--- src/rtl/cute_key_sequencer.sv ---
// Serial-loaded four-slot key store with a LOAD/RUN/HOLD sequencer stepping through the slots.
// Optional build macro KEYSEQ_GRAY_EN: slot index steps in Gray order instead of binary.
module cute_key_sequencer #(
    parameter int NSLOT = 4,
    parameter int KW    = 3
) (
    input  logic          clock,
    input  logic          reset,
    input  logic          load_start,
    input  logic          load_valid,
    input  logic          load_bit,
    output logic          load_ready,
    output logic          load_done,
    input  logic          step_en,
    input  logic          pause,
    output logic [KW-1:0] key_out,
    output logic [1:0]    slot_idx,
    output logic          key_valid
);

    localparam int SW = NSLOT * KW;
    localparam logic [3:0] LAST_BIT = 4'(SW - 1);

    localparam logic [1:0] ST_LOAD = 2'd0;
    localparam logic [1:0] ST_RUN  = 2'd1;
    localparam logic [1:0] ST_HOLD = 2'd2;

    logic [1:0]    state_q, state_d;
    logic [3:0]    bitCnt_q, bitCnt_d;
    logic [SW-1:0] keyStore_q, keyStore_d;
    logic [1:0]    slotIdx_q, slotIdx_d;
    logic          loadDone_q, loadDone_d;
    logic [1:0]    slotNext;
    logic [KW-1:0] curKey;

`ifdef KEYSEQ_GRAY_EN
    always_comb begin
        case (slotIdx_q)
            2'b00:   slotNext = 2'b01;
            2'b01:   slotNext = 2'b11;
            2'b11:   slotNext = 2'b10;
            default: slotNext = 2'b00;
        endcase
    end
`else
    always_comb begin
        slotNext = slotIdx_q + 2'd1;
    end
`endif

    // load_start outranks everything; a bit offered alongside it is dropped.
    always_comb begin
        state_d    = state_q;
        bitCnt_d   = bitCnt_q;
        keyStore_d = keyStore_q;
        slotIdx_d  = slotIdx_q;
        loadDone_d = 1'b0;
        if (load_start) begin
            state_d   = ST_LOAD;
            bitCnt_d  = 4'd0;
            slotIdx_d = 2'd0;
        end else begin
            case (state_q)
                ST_LOAD: begin
                    if (load_valid) begin
                        for (int i = 0; i < SW; i++) begin
                            if (bitCnt_q == 4'(i)) begin
                                keyStore_d[i] = load_bit;
                            end
                        end
                        if (bitCnt_q == LAST_BIT) begin
                            state_d    = ST_RUN;
                            bitCnt_d   = 4'd0;
                            slotIdx_d  = 2'd0;
                            loadDone_d = 1'b1;
                        end else begin
                            bitCnt_d = bitCnt_q + 4'd1;
                        end
                    end
                end
                ST_RUN: begin
                    if (pause) begin
                        state_d = ST_HOLD;
                    end else if (step_en) begin
                        slotIdx_d = slotNext;
                    end
                end
                ST_HOLD: begin
                    if (!pause) begin
                        state_d = ST_RUN;
                    end
                end
                default: begin
                    state_d  = ST_LOAD;
                    bitCnt_d = 4'd0;
                end
            endcase
        end
    end

    always_ff @(posedge clock) begin
        if (reset) begin
            state_q    <= ST_LOAD;
            bitCnt_q   <= 4'd0;
            keyStore_q <= '0;
            slotIdx_q  <= 2'd0;
            loadDone_q <= 1'b0;
        end else begin
            state_q    <= state_d;
            bitCnt_q   <= bitCnt_d;
            keyStore_q <= keyStore_d;
            slotIdx_q  <= slotIdx_d;
            loadDone_q <= loadDone_d;
        end
    end

    always_comb begin
        curKey = '0;
        for (int i = 0; i < NSLOT; i++) begin
            if (slotIdx_q == 2'(i)) begin
                curKey = keyStore_q[i*KW +: KW];
            end
        end
    end

    assign load_ready = (state_q == ST_LOAD);
    assign key_valid  = (state_q != ST_LOAD);
    assign load_done  = loadDone_q;
    assign slot_idx   = slotIdx_q;
    assign key_out    = key_valid ? curKey : '0;

endmodule

--- config.mk ---
export PLATFORM = sky130hd
export DESIGN_NAME = cute_key_sequencer
export DESIGN_NICKNAME = d
export VERILOG_FILES = /design/src/rtl/cute_key_sequencer.sv
export SDC_FILE = /design/constraint.sdc
export NUM_CORES = 1
export LEC_CHECK = 0
export ABC_AREA = 0
export BUFFER_PORTS_ARGS = -buffer_cell sky130_fd_sc_hd__buf_2
export CORE_MARGIN = 2
export CORE_UTILIZATION = 41
export DETAILED_ROUTE_END_ITERATION = 8
export PLACE_DENSITY = 0.63
export SLEW_MARGIN = 10
export SYNTH_ARGS = -nofsm -noshare
export SYNTH_HDL_FRONTEND = slang
export SYNTH_SLANG_ARGS = --single-unit
--- constraint.sdc ---
create_clock -name clock -period 1.55 [get_ports clock]
set_input_delay 0.0775 -clock clock [delete_from_list [all_inputs] [get_ports clock]]
set_output_delay 0.0775 -clock clock [all_outputs]
set_load 0.02 [all_outputs]
Yosys cells after proc, flatten, opt, wreduce, memory -nomap -nowiden
Index checks and enable logic that the tools add are counted.
{ "totals": {"ff_bits": 21, "in_bits": 7} }
{ "op_classes": {"addsub": 2, "n_eq_ne": 22, "n_mux": 19, "n_bitwise": 4, "n_reduce_logical": 23} }
{ "ops": {"columns": ["cell", "n"], "rows": [
  ["$reduce_and A4 Y1", 13],
  ["$eq A4 B3 Y1 const B", 4],
  ["$eq A4 B4 Y1 const B", 4],
  ["$mux W2", 8],
  ["$mux W3", 5],
  ["$ne A2 B2 Y1 const B", 5],
  ["$eq A4 B2 Y1 const B", 2],
  ["$mux W4", 2],
  ["$pmux W4 S2", 1],
  ["$eq A2 B2 Y1 const B", 3],
  ["$pmux W2 S3", 1],
  ["$reduce_and A5 Y1", 1],
  ["$add A4 B1 Y4 const B", 1],
  ["$eq A2 B1 Y1 const B", 2],
  ["$eq A4 B1 Y1 const B", 1],
  ["$logic_not A2 Y1", 2],
  ["$logic_not A4 Y1", 1],
  ["$not A1 Y1", 4],
  ["$pmux W2 S2", 1],
  ["$reduce_bool A2 Y1", 2],
  ["$reduce_or A2 Y1", 2],
  ["$reduce_or A4 Y1", 1],
  ["$add A2 B1 Y2 const B", 1],
  ["$ne A2 B1 Y1 const B", 1],
  ["2 further kinds", 2]
]} }

Depth between registers and ports, before layout
Gate-level depths: netlist of the first run.
{ "logic_depth": {"depth_word": 6, "mapped_depth": 7, "ltp_nobuf": 6} }

Least setup slack after synthesis of the first run
Ideal clock, no wire load.
{ "synth_path": {"path_type": "reg-to-reg", "from": "register state_q[0]", "to": "register bitCnt_q[3]", "setup_ns": 0.070, "t_arrival_ns": 1.791, "required_time_ns": 1.480, "setup_slack_ns": -0.311, "path_stages_with_launch": 7, "synth_period_minus_slack_ns": 1.861, "path_cell_list": "dfxtp_1 inv_1 ha_1 inv_1 o21bai_1 or4_1 a21oi_1"} }
{ "synth_between": {"elab_cells_between_ends": 8, "cone_classes": "eq/ne: 3; mux: 1; bitwise: 1; reduce/logical: 3"} }
{ "synth_rtl": {"columns": ["element", "line_no", "source"], "rows": [
  ["start: declaration", "28", "logic [1:0] state_q, state_d;"],
  ["start signal: assignment", "109", "state_q <= state_d;"],
  ["$logic_not A2 Y1 *", null, null],
  ["named net load_ready", "12", "output logic load_ready,"],
  ["$ne A2 B2 Y1 (no line)", null, null],
  ["$reduce_and A2 Y1 (no line)", null, null],
  ["end signal: assignment", "110", "bitCnt_q <= bitCnt_d;"],
  ["end: declaration", "29", "logic [3:0] bitCnt_q, bitCnt_d;"]
]} }
The timed path passes the listed nets; every way through them passes the cells marked *.
A chain may end at the register's enable or synchronous reset.

Worst setup path in the final report of the first run
{ "layout_path": {"from": "register slotIdx_q[1], in the netlist slot_idx[1]", "to": "output port key_out[1]"} }
{ "layout_between": {"elab_chain_len": 6, "elab_cells_between_ends": 9, "cone_classes": "eq/ne: 3; mux: 5; reduce/logical: 1"} }
{ "layout_rtl": {"columns": ["element", "line_no", "source"], "rows": [
  ["start: declaration", "31", "logic [1:0] slotIdx_q, slotIdx_d;"],
  ["start signal: assignment", "112", "slotIdx_q <= slotIdx_d;"],
  ["$logic_not A2 Y1", "120", "if (slotIdx_q == 2'(i)) begin"],
  ["$mux W3 (3 in series)", "120", null],
  ["$mux W3 *", "120", null],
  ["$mux W3 *", "130", "assign key_out = key_valid ? curKey : '0;"],
  ["end: declaration", "16", "output logic [KW-1:0] key_out,"]
]} }
Every way passes the cells marked *; elsewhere a longest branch is shown, timed or not.

==> results of run 1 <==
state kept, by name (all words and copies together), names as in the netlist:
register,count
keyStore_q,12
bitCnt_q,4
slot_idx,2
state_q,2
load_done,1
area by class of cell:
| class | instances | area share, % |
|---|---|---|
| Clock inverter | 1 | 0.282 |
| Timing Repair Buffer | 41 | 17.1 |
| Tap cell | 33 | 2.33 |
| Multi-Input combinational cell | 118 | 51.8 |
| Inverter | 11 | 2.89 |
| Clock buffer | 3 | 1.27 |
| Sequential cell | 21 | 24.3 |
metal layers:
metal  vias to the layer above  share of wire, %  track usage [%]
met2                        28                51             33.3
met3                         2               4.3             2.84
met5                         -                 0                0
li1                        616                 -                -
met1                       587                44             24.2
met4                         0              0.59             6.67
cell families after synthesis:
logic type      Yosys count  synth area share (%)
compound gates           40                  19.0
fa+ha+maj                12                  11.8
buf+inv                  18                  6.91
flops                    21                  33.2
mux                       5                  3.95
simple gates             61                  25.2
layout by cell type, fill, tap and decap left out, types with 2 or more instances in the layout:
| cell type | count |
|---|---|
| buf_2 | 11 |
| inv_2 | 3 |
| a22oi_1 | 2 |
| nor3_1 | 5 |
| nor3_2 | 2 |
| ha_2 | 5 |
| o21ai_0 | 10 |
| nor2_1 | 19 |
| a21oi_2 | 7 |
| nor2b_1 | 2 |
| ha_1 | 3 |
| buf_6 | 6 |
| mux2i_1 | 5 |
| nand2b_1 | 3 |
| clkbuf_4 | 3 |
| buf_4 | 24 |
| inv_4 | 4 |
| ha_4 | 4 |
| a21oi_1 | 12 |
| nand2_1 | 15 |
| o21ai_1 | 3 |
| nand3_1 | 3 |
| inv_1 | 4 |
| nand4b_1 | 5 |
| dfxtp_2 | 6 |
| dfxtp_1 | 14 |
power by group:
part / switching, mW / leakage [nW] / internal (mW)
clock network: 0.172 / 0.0177 / 0.0961
registers: 0.00224 / 0.173 / 0.541
logic: 0.0405 / 0.488 / 0.0297
critical path: cells and delay by family (launching register included):
kind	cells	cell delay (ns)
compound gates	2	0.19
fa+ha+maj	1	0.18
simple gates	1	0.11
buf+inv	3	0.42
flops	1	0.36
worst max path at each step:
stage | startpoint | endpoint | slack (ns) | cells past startpoint
CTS | slot_idx[1] | key_out[2] | -0.06 | 7
global route | slot_idx[1] | key_out[0] | -0.19 | 7
floorplan | state_q[0] | bitCnt_q[3] | -0.01 | 6
finish | slot_idx[1] | key_out[1] | -0.09 | 7
global placement | state_q[1] | bitCnt_q[3] | 0.02 | 5
detailed placement | state_q[1] | bitCnt_q[0] | -0.07 | 6
through the flow:
| step | setup TNS, ns | worst slack [ns] |
|---|---|---|
| after floorplan | -0.0109 | -0.0109 |
| after global placement | 0 | 0.0189 |
| after detailed placement | -0.169 | -0.0731 |
| after CTS | -0.170 | -0.0632 |
| after global routing | -0.794 | -0.195 |
| final | -0.285 | -0.0880 |
repair_timing:
item / CTS / global route
setup endpoints to repair: 9 / 14
buffers inserted: 4 / 9
gates cloned: 0 / 0
gates resized for setup: 26 / 35
hold endpoints to repair: 0 / 0
pin swaps: 5 / 17
hold buffers: 0 / 0
==> reports/results.env, run 1 <==
STATUS='finished, violations left'
VIOLATIONS='negative setup slack'
FINAL_SLEW_VIOL_COUNT=0
NUMBER_OF_PLACEMENT_ROWS=20
SETUP.WORST_PATH.END_CLASS='output pin'
LAYOUT.CELL_AREA.NON_FILLER_UM2=1770
TOTAL_POWER_PER_UNIT_CELL_AREA_nW_PER_UM2=497
FIN_HOLD_WS_NS=0.100
FILLCELLCOUNT=275
CLK_PIN_SLEW_NS=0.13
CP_SLOWEST_STAGE_DELAY_NS=0.36
FIN_NETS=215
DIE_AREA_UM2=3550
YOSYSWARNINGS=0
VDD.IR_DROP.WORST_uV=384
PLACEMENT.IO_BUFFERS=14
ANTENNA-DIODE-COUNT=0
GRT_FIRST_PASS_WIRELENGTH_UM=5160
WORSTHOLDENDPOINT='keyStore_q[0]'
R2R_START='state_q[1]'
SETUP.WORST_PATH.START_CLASS='flip-flop'
YOSYS_MOST_USED_DFF='dfxtp_1'
SLOWEST_STAGE='dfxtp_2'
CRIT_FANOUT=6
ROUTEDWLPERCELL_UM=14.1
PLACED_INSTANCES=211
GRT_MAX_DEGREE=15
YS_FF_LATCH=21
DRT.ANTENNA.VIOLATING_NETS=0
MOST_NUMEROUS_CELL_IN_THE_YOSYS_NETLIST='dfxtp_1'
NUMBER_OF_ANTENNA_VIOLATIONS_AT_THE_FIRST_CHECK_IN_GLOBAL_ROUTING=0
SEQ_AREA_UM2=432
MAX_CAP_VIOLATIONS=0
REQUIRED_NS=1.47
GRT_REMAINING_OVERFLOW=0
FINISH.CELL_COUNT_WITHOUT_FILLERS=228
CORE_AREA_UM2=3000
POST-DP-HPWL_UM=2240
ASYNC_FLOP_SHARE_PCT=0
TRITONCTS_CLOCK_TREE='yes'
SEQ_AREA_FRAC_SYNTH_PCT=33.2
INSERTION_DELAY_OF_THE_LATER_CLOCKED_PIN_IN_THE_WORST_SKEW_PAIR_NS=0.30
DRT_FIRST_ITER_VIOLATIONS=59
DIE_W_UM=59.6
RR_WORST_DEPTH=7
HIGHEST_CLOCK_FREQUENCY_THE_DESIGN_CAN_MEET_MHz=610
WHS_PATH_DEPTH=2
POST_SYNTH_INST_COUNT=157
PATH_COMMON_CELL='buf_4'
REGTOREGENDPOINT='slot_idx[0]'
POST-LAYOUT-TOTAL-POWER_uW=882
NUMCTSBUFFERS=3
MAX_SLEW_MARGIN_PCT=76.3
NUMBER_OF_DISTINCT_STANDARD_CELLS_REFERENCED_BY_THE_SYNTHESIZED_NETLIST=29
SYNTH.TOP_CELLS.BY_COUNT='dfxtp_1 (21), a21oi_1 (20), nor2_1 (19)'
DETAILED_PLACE.AREA_UM2=1450
CP_CELL_SEQUENCE='buf_6, ha_4, buf_4, a21oi_2, a22oi_1, nor2_1, buf_4'
CTS-ROOT-BUF='clkbuf_4'
DRT-VIAS-PER-INSTANCE=5.41
POST-ROUTE-MIN-PERIOD_NS=1.64
SYNTH_TOP_CELLS_BY_AREA='dfxtp_1 (33%), ha_1 (12%), a21oi_1 (7.9%)'
DRIVE_GT1_SHARE_PCT=45.1
HOLD_CLASS='in2reg'
FF2FF_SETUP_SLACK_NS=-0.04
ARRIVAL_TIME_AT_THE_WORST_ENDPOINT_NS=1.56
SYN_NETS=176
REMAINING_DRCS=0
PATH_CLASS='reg2out'
GRTUSAGETOTAL_PCT=19.2
PIN_COUNT=15
FLOORPLAN.DIE.HEIGHT_UM=59.6
VIAS=1233
FINAL_SETUP_FAILS=5
SYNTH_AREA_UM2=1270
GPL.FINAL_WEIGHTED_CONGESTION=0.845
SYNTHDOMINANTAREACELLTYPE='dfxtp_1'
MIN-DELAY-START='reset'
FIRSTDRTPASSITERS=4
FINAL_HOLD_VIOLATIONS=0
AVG_CELL_AREA_SYN_UM2=8.07
TIMING.FINAL.CRIT_SHARE_PCT=106
POSTLAYOUTCOREUTIL_PCT=59.1
WORST_CLOCK_SKEW_NS=0.00985
CTS.PATH.MAX_BUFFERS=2
NUMBER_OF_GLOBAL_ROUTE_VIAS_BEFORE_REPAIR=1142
RSZ0062_AT_GRT='true'
LAYOUT_OVERHEAD_ON_THE_SYNTHESIZED_AREA_PCT=40.0
MULTI_INPUT_AREA_UM2=920
FINAL_CRITICAL_PATH_SETUP_SLACK_NS=-0.0880
ROUTED_WL_UM=3220
NUMCLOCKSINKS=21
TIGHTESTPINTRANSITION_NS=0.351
P_LEAK_nW=0.679
SYNTH_ENABLE_FLOP_CELLS=0
INITIAL_UTILIZATION_PCT=42.2
POST-SYNTH-TOP-AREA-FRACTION_PCT=33.2
H-TREE-DEPTH=1
Power figures use the tool's default switching activity.
==> inputs of run 2 (changes only) <==
PLACE_DENSITY = 0.61   (was 0.63)
clock period = 1.61 ns   (was 1.55 ns; I/O delays follow)
==> run 2 against run 1 <==
Against the previous run:
- the flow now finishes without violations
- setup slack improved by 0.090 ns
- sequential cell count did not move
- total power shrank 3.6%
- wire length decreased by 8.0%
- sequential share of layout area up 1.5 points
- first-iteration DRC count down 12%
- global-route usage shrank 0.85 points
- clock-buffer cell count is the same
- sequential power is 4% lower
- die area stayed put
==> reports/results.env, run 2 (synthesis gave the netlist of run 1 again) <==
CLOCKPOWERSHARE_PCT=31.7  # +1.3 points
GRT.MET3_USAGE_PCT=3.06  # +0.22 points
ROUTEDWLPERCELL_UM=13.4  # -5.1%
FINAL_CELL_MIX='buf_4 (22), nor2_1 (19), a21oi_1 (18), dfxtp_1 (16), nand2_1 (15)'
ARRIVAL_TIME_AT_THE_WORST_ENDPOINT_NS=1.53  # -0.03 ns
CTS.PATH.MAX_BUFFERS=2  # unchanged
HOLD_CLASS='in2reg'
STATUS='completed'
GRT_MAX_DEGREE=17  # +2
WORST_CLOCK_SKEW_NS=0.00184  # -0.00801 ns
ANTENNA-DIODE-COUNT=0  # unchanged
FILLCELLCOUNT=277  # +0.73%
CLK_PIN_SLEW_NS=0.13  # about the same
PLACEMENT.IO_BUFFERS=14  # unchanged
SETUP.WORST_PATH.END_CLASS='output pin'
BIGGESTREGSBYFLOPS='keyStore_q (12), bitCnt_q (4)'
FINAL_SETUP_FAILS=0  # -5
GPL.FINAL_WEIGHTED_CONGESTION=0.817  # -3.3%
P_SW_SHARE_PCT=25.2  # +0.83 points
CP_CELL_SEQUENCE='buf_6, ha_4, a21oi_2, o21ai_1, a22oi_1, nor2_1, buf_4'
NUMBER_OF_GLOBAL_ROUTE_VIAS_BEFORE_REPAIR=1145  # +0.26%
MAX_FFS_PER_REGISTER=12  # unchanged
PATH_CLASS='reg2out'
NUMBER_OF_ANTENNA_VIOLATIONS_AT_THE_FIRST_CHECK_IN_GLOBAL_ROUTING=0  # unchanged
DRIVE_GT1_SHARE_PCT=35.1  # -10 points
POST-LAYOUT-TOTAL-POWER_uW=850  # -3.6%
DRT.ANTENNA.VIOLATING_NETS=0  # unchanged
POST-DP-HPWL_UM=2120  # -5.6%
FINAL_SLEW_VIOL_COUNT=0  # unchanged
FIRSTDRTPASSITERS=4  # unchanged
H-TREE-DEPTH=1  # unchanged
INITIAL_UTILIZATION_PCT=42.2  # unchanged
VIAS=1176  # -4.6%
SLOWEST_STAGE='dfxtp_2'
POST_CTS_HOLD_BUFFER_COUNT=0  # unchanged
CRITICAL_PATH.TOP_DELAY_FAMILY='flip-flops'
TOP_REGISTER='keyStore_q'
MET1_USAGE_PCT=21.5  # -2.6 points
CP.BUFFERS_INVERTERS=2  # -1
VDD.IR_DROP.WORST_uV=330  # -14%
CTS-ROOT-BUF='clkbuf_4'
TOTAL_NEGATIVE_SLACK_FOR_SETUP_CHECKS_NS=0  # +0.285 ns
FINAL_HOLD_VIOLATIONS=0  # unchanged
MAX_SLEW_MARGIN_PCT=76.6  # +0.29 points
LAYOUT_OVERHEAD_ON_THE_SYNTHESIZED_AREA_PCT=31.1
INSERTION_DELAY_OF_THE_LATER_CLOCKED_PIN_IN_THE_WORST_SKEW_PAIR_NS=0.31  # about the same
FIN_HOLD_WS_NS=0.104  # +0.00326 ns
MOST_COMMON_CELL_AFTER_LAYOUT_FILL_AND_TAPS_ASIDE='buf_4'
SETUP.WORST_PATH.START_CLASS='flip-flop'
REQUIRED_NS=1.53  # +0.06 ns
TIGHTESTPINTRANSITION_NS=0.350  # -0.00112 ns
SEQUENTIAL_CELL_FRACTION_OF_TOTAL_POWER_PCT=61.6  # about the same
DP_SLACK_NS=-0.0332  # +0.0399 ns
CRIT_FANOUT=6  # unchanged
DIE_W_UM=59.6  # unchanged
COMB_POWER_SHARE_PCT=6.6  # -1.4 points
FIN_NETS=208  # -3.3%
NUMBER_OF_PLACEMENT_ROWS=20  # unchanged
NETSWITCHINGPOWER_uW=214  # -0.26%
REMAINING_DRCS=0  # unchanged
DRT-VIAS-PER-INSTANCE=5.32  # -1.6%
HIGHEST_CLOCK_FREQUENCY_THE_DESIGN_CAN_MEET_MHz=622
NUMCLOCKSINKS=21  # unchanged
CP_SLOWEST_STAGE_DELAY_NS=0.35  # about the same
GLOBAL_ROUTE.USAGE.MET2_PCT=33.0  # -0.31 points
P_LEAK_nW=0.634  # -6.7%
POST-ROUTE-MIN-PERIOD_NS=1.61
MAX_CAP_VIOLATIONS=0  # unchanged
GRTUSAGETOTAL_PCT=18.4  # -0.85 points
RSZ0062_AT_GRT='true'
TRITONCTS_CLOCK_TREE='yes'
P_INT_uW=636  # -4.6%
FLOORPLAN.DIE.HEIGHT_UM=59.6  # unchanged
ROUTED_WL_UM=2960  # -8.0%
PIN_COUNT=15  # unchanged
NUMCTSBUFFERS=3  # unchanged
GRT_FIRST_PASS_WIRELENGTH_UM=4950  # -4.0%
DRT_FIRST_ITER_VIOLATIONS=52  # -12%
DIE_AREA_UM2=3550  # unchanged
TOTAL_POWER_PER_UNIT_CELL_AREA_nW_PER_UM2=512  # +3.0%
MULTI_INPUT_AREA_UM2=886  # -3.7%
CORE_AREA_UM2=3000  # unchanged
SEQ_AREA_UM2=429  # -0.58%
TIMING.FINAL.CRIT_SHARE_PCT=99.9
GLOBAL_ROUTE.PEAK_USAGE_LAYER='met2'
GRT_REMAINING_OVERFLOW=0  # unchanged
FINAL_CRITICAL_PATH_SETUP_SLACK_NS=0.00206  # +0.0901 ns
==> run 2: changes by cell type in the layout (fill, tap and decap cells not counted), moves of 2 or more <==
cell / previous run / this run
a21oi_1: 12 / 18
a21oi_2: 7 / 2
buf_6: 6 / 1
ha_2: 5 / 1
buf_4: 24 / 22
dfxtp_1: 14 / 16
dfxtp_2: 6 / 4
ha_1: 3 / 5
ha_4: 4 / 6
inv_1: 4 / 6
inv_4: 4 / 2
==> run 2: cell type report <==
class | instances | area share (%)
clock buffer | 3 | 1.36
clock inverter | 1 | 0.301
inverter | 11 | 2.79
multi-input combinational | 118 | 53.3
sequential | 21 | 25.8
tap | 33 | 2.48
timing repair buffer | 34 | 13.9
==> run 2: tightest hold or removal path, cell delays in order <==
cell	delay [ns]
buf_2	0.17
nand2_1	0.08
a21oi_1	0.05
==> run 2: what timing repair did <==
item	CTS	global route
setup endpoints to repair	5	10
pin swaps	4	9
setup buffers	2	7
gates resized for setup	22	17
==> run 2: per-layer routing <==
layer  part of all wire [%]  vias to the layer above
li1                       -                      600
met1                     46                      547
met2                     50                       19
met3                    2.3                       10
met4                    2.4                        0
met5                      0                        -
==> run 2: power groups by stage <==
stage / logic, mW / registers, mW / clock network [mW]
after CTS: 0.0533 / 0.523 / 0.274
after floorplan: 0.0280 / 0.537 / 0
after detailed placement: 0.0526 / 0.536 / 0
final: 0.0565 / 0.524 / 0.270
after global placement: 0.0517 / 0.536 / 0
after global routing: 0.0634 / 0.525 / 0.300
==> run 2: final timing paths <==
kind | cells past startpoint | startpoint | to | slack, ns
hold reg to reg | 2 | keyStore_q[7] | keyStore_q[7] | 0.49
setup reg to reg | 7 | state_q[1] | bitCnt_q[3] | 0.05
setup / recovery | 7 | slot_idx[1] | key_out[0] | 0.002
hold / removal | 3 | load_bit | keyStore_q[7] | 0.10
==> run 2: through the flow <==
step	cells	cell area (um^2)	utilization (%)
after global placement	208	1430	47.6
after global routing	221	1660	55.3
after CTS	214	1540	51.2
final	221	1660	55.3
after detailed placement	208	1430	47.6
after floorplan	157	1280	-
